`config.mk`:
```
export PLATFORM = sky130hd
export DESIGN_NAME = if_fetch
export DESIGN_NICKNAME = d
export VERILOG_FILES = /design/src/rtl/fetch_pkg.sv /design/src/rtl/if_fetch.sv
export SDC_FILE = /design/constraint.sdc
export NUM_CORES = 1
export LEC_CHECK = 0
export CELL_PAD_IN_SITES_DETAIL_PLACEMENT = 0
export CELL_PAD_IN_SITES_GLOBAL_PLACEMENT = 1
export CORE_ASPECT_RATIO = 0.9
export CORE_MARGIN = 1.5
export CORE_UTILIZATION = 25
export DETAILED_ROUTE_END_ITERATION = 8
export PLACE_DENSITY = 0.66
export SLEW_MARGIN = 20
export SYNTH_ARGS = -nofsm -noshare
export SYNTH_HDL_FRONTEND = slang
export SYNTH_SLANG_ARGS = --single-unit
```
`constraint.sdc`:
```
create_clock -name clk_i -period 2.9 [get_ports clk_i]
set_input_delay 0.58 -clock clk_i [delete_from_list [all_inputs] [get_ports clk_i]]
set_output_delay 0.58 -clock clk_i [all_outputs]
set_load 0.03 [all_outputs]
```
`src/rtl/fetch_pkg.sv`:
```
// rtl/fetch_pkg.sv - shared types and constants for the instruction-fetch stage
package fetch_pkg;

  localparam int XLEN = 32;
  localparam logic [XLEN-1:0] NOP_INSTR = 32'h0000_0013;
  localparam logic [XLEN-1:0] PC_INCR   = 32'd4;

  typedef enum logic [1:0] {
    BOOT  = 2'd0,
    FETCH = 2'd1,
    HOLD  = 2'd2,
    DROP  = 2'd3
  } fetch_state_e;

  function automatic logic [XLEN-1:0] align_word(input logic [XLEN-1:0] addr);
    return {addr[XLEN-1:2], 2'b00};
  endfunction

endpackage

```
`src/rtl/if_fetch.sv`:
```
// rtl/if_fetch.sv - instruction fetch stage: PC ownership, one-outstanding imem requests, bubbles
module if_fetch
  import fetch_pkg::*;
#(
  parameter logic [XLEN-1:0] RESET_PC = 32'h0000_0000
) (
  input  logic            clk_i,
  input  logic            rst_i,
  input  logic            stall_i,
  input  logic            branch_taken_i,
  input  logic [XLEN-1:0] branch_target_i,
  output logic            imem_req_o,
  output logic [XLEN-1:0] imem_addr_o,
  input  logic            imem_ready_i,
  input  logic [XLEN-1:0] imem_rdata_i,
  output logic [XLEN-1:0] instr_o,
  output logic [XLEN-1:0] pc_o,
  output logic [XLEN-1:0] pc_plus_o,
  output logic            valid_o
);

  fetch_state_e    state_q;
  logic [XLEN-1:0] pc_q;
  logic [XLEN-1:0] drop_addr_q;
  logic [XLEN-1:0] buf_q;
  logic [XLEN-1:0] target;
  logic            consume;

  assign target = align_word(branch_target_i);

  // Memory-side outputs depend on state only, so stall/branch never reach imem_*.
  always_comb begin
    imem_req_o  = (state_q == FETCH) || (state_q == DROP);
    imem_addr_o = (state_q == DROP) ? drop_addr_q : pc_q;
  end

  always_comb begin
    valid_o = 1'b0;
    instr_o = NOP_INSTR;
    case (state_q)
      FETCH: begin
        valid_o = imem_ready_i & ~branch_taken_i;
        if (valid_o) instr_o = imem_rdata_i;
      end
      HOLD: begin
        valid_o = ~branch_taken_i;
        if (valid_o) instr_o = buf_q;
      end
      default: begin
        valid_o = 1'b0;
        instr_o = NOP_INSTR;
      end
    endcase
    pc_o      = pc_q;
    pc_plus_o = pc_q + PC_INCR;
  end

  // valid_o already excludes the branch cycle.
  assign consume = valid_o & ~stall_i;

  always_ff @(posedge clk_i or negedge rst_i) begin
    if (!rst_i) begin
      state_q     <= BOOT;
      pc_q        <= RESET_PC;
      drop_addr_q <= RESET_PC;
      buf_q       <= NOP_INSTR;
    end else begin
      if (branch_taken_i) begin
        pc_q <= target;
      end else if (consume) begin
        pc_q <= pc_plus_o;
      end

      case (state_q)
        BOOT: state_q <= FETCH;
        FETCH: begin
          if (branch_taken_i) begin
            // An unacknowledged request must still be completed at its old address.
            if (!imem_ready_i) begin
              drop_addr_q <= pc_q;
              state_q     <= DROP;
            end
          end else if (imem_ready_i && stall_i) begin
            buf_q   <= imem_rdata_i;
            state_q <= HOLD;
          end
        end
        HOLD: begin
          if (branch_taken_i || !stall_i) state_q <= FETCH;
        end
        DROP: begin
          if (imem_ready_i) state_q <= FETCH;
        end
        default: state_q <= BOOT;
      endcase
    end
  end

endmodule
```
==> results_dict.tcl <==
set metrics [dict create \
    coreArea_um2 21800 \
    drive_above_1_share_pct 33.2 \
    dp_hpwl_um 13600 \
    grt_pass1_vias 5296 \
    finish.utilization_pct 38.6 \
    dpl.cell_count 1039 \
    rsz0062_at_grt "yes" \
    cts_buffers 9 \
    grt_overflow 0 \
    place_congestion 0.805 \
    ys_ff_latch 94 \
    antenna_found_initial 0 \
    synth_cell_types 46 \
    fin_skew_ns 0.00927 \
    final_nets 838 \
    finalSetupViolations 0 \
    io_pins 199 \
    hold_violations 0 \
    h-tree-depth 3 \
    clk_latency_ns 0.35 \
    synthesis.area_um2 5580 \
    min_period_ns 2.82 \
    hold_class "in2async" \
    max_cap_viol_count 0 \
    finalWirelength_um 18800 \
    start_kind "flop" \
    synthArstFlopShare_pct 100 \
    dr.pass1.iters 5 \
    clock.fmax_mhz 355 \
    yosys.area.top_type "dfrtp_1" \
    total_power_mw 7.04 \
    yosys-top-cells-area "dfrtp_1 41%, mux2_2 18%, a22oi_1 3.9%, nor2_1 3.7%, xor2_1 3.0%" \
    avgSynthCellArea_um2 9.89 \
    min_period_over_period_pct 97.1 \
    grt_pass1_wl_um 29200 \
    grt_use_total_pct 16.2 \
    ant_nets 0 \
    cp_max_fo 6 \
    die_h_um 145 \
    p_leak_nw 3.37 \
    cp_data_required_time_ns 2.32 \
    cts_tree "done" \
    clkTransAtPathRegs_ns 0.07 \
    crit_arrival_ns 2.24 \
    end_kind "output port" \
    drc 0 \
    cts_root_buffer "clkbuf_16" \
    synth_top_area_share_pct 40.8 \
    clockBufferDepth 2 \
    yosysSeqAreaShare_pct 42.2 \
    vias_per_cell 4.88 \
    status "finished clean" \
    ys.flop_type "dfrtp_1" \
    port_buffers 190 \
    netlist_instances 564 \
    clock-sinks 94 \
    final_cell_mix "130 x clkdlybuf4s50_1, 105 x buf_4, 87 x mux2_2" \
    placed_area_um2 7980 \
    max-slew-margin-rel_pct 59.0 \
    die_area_um2 23200 \
    diodes 0 \
    power_density_nw_per_um2 838 \
    layout_commonest_cell "clkdlybuf4s50_1" \
    vias 5175 \
    ir_drop_v 0.000383 \
    tightest_slew_ns 0.615 \
    die_w_um 160 \
    initial_core_util_pct 25.6 \
    synth_edf_count 0 \
    design_area_um2 8400 \
    path_class "reg2out" \
    yosysWarnings 0 \
    postCtsHoldBufs 0 \
    num_rows 51 \
    wl_per_cell_um 17.7 \
    fin_cells 1061 \
    grt_max_degree 53 \
    slew_violations 0 \
    synthToLayoutAreaGrowth_pct 50.7 \
    drtIter0Drc 204 \
]
-- metal layers --
metal  share of wire (%)  GRT usage [%]  vias up
met4                 1.3           4.33        0
met3                 6.0           4.05       21
li1                    -              -     2426
met5                   0              0        -
met2                  48           28.1      158
met1                  45           20.2     2570
-- worst paths after layout --
kind                                   end  cells past startpoint             from  slack [ns]
setup / recovery             pc_plus_o[26]                      7          pc_o[2]        0.08
hold / removal             drop_addr_q[20]                      1            rst_i        0.23
max in group asynchronous          pc_o[2]                      2            rst_i        1.90
hold reg to reg            drop_addr_q[21]                      2  drop_addr_q[21]        0.49
setup reg to reg                  pc_o[22]                      8          pc_o[2]        0.46
min in group clk_i         drop_addr_q[21]                      2  drop_addr_q[21]        0.49
-- registers in the layout, summed over array words and instances, names as in the netlist --
name	count
drop_addr_q	30
state_q	2
buf_q	32
pc_o	30
-- kinds of logic after synthesis --
family / share of synthesized area (%)
and+or+nand+nor: 16.4
AOI/OAI and AO/OA: 11.3
DFF: 42.2
muxes: 17.9
buffers and inverters: 5.61
xor gates and xnor gates: 5.50
adders and majority gates: 0.898
other: 0.0672
-- metrics by stage --
stage / setup TNS (ns) / hold WS (ns) / setup slack, ns
detailed placement: 0 / 0.474 / 0.241
global route: -0.00695 / 0.276 / -0.00387
floorplan: 0 / 0.284 / 0.00248
finish: 0 / 0.229 / 0.0834
CTS: -0.622 / 0.251 / -0.0956
global placement: 0 / 0.465 / 0.220
-- critical path, stage by stage (launching register included) --
cell and delay, ns:
dfrtp_2 0.36, ha_2 0.18, nand4_1 0.07, buf_4 0.18, or4_4 0.57, nor3_2 0.20
xor2_2 0.15, buf_4 0.17
-- cell type report --
class | count | area (um2)
fillers | 2186 | 13400
multi-input cells | 408 | 3080
flip-flops and latches | 94 | 2370
repair buffers | 244 | 2240
well taps | 291 | 364
clock buffers | 9 | 225
clock inverters | 7 | 98.8
inverters | 8 | 30.0
-- synth_stat cells (all sizes together) (15+ instances only) --
library cell  count
clkbuf           36
a22oi            29
nand2            36
xnor2            16
xor2             19
buf              24
nand3            16
nor2             55
dfrtp            91
a31oi            15
mux2             87
o21ai            24
or4              19
-- power by group --
group          total [mW]  internal [mW]  switching (mW)
clock network        1.32          0.760           0.563
registers            2.08           1.81           0.266
logic                3.64           1.63            2.00
-- repair_timing --
| item | 4_1_cts | 5_1_grt |
|---|---|---|
| pin swaps | 1 | 3 |
| gates cloned | 0 | 1 |
| hold endpoints to repair | 0 | 0 |
| setup endpoints to repair | 10 | 14 |
| gates resized for setup | 5 | 7 |
| setup buffers | 3 | 2 |
No activity file was read; power rests on OpenSTA's default activity.
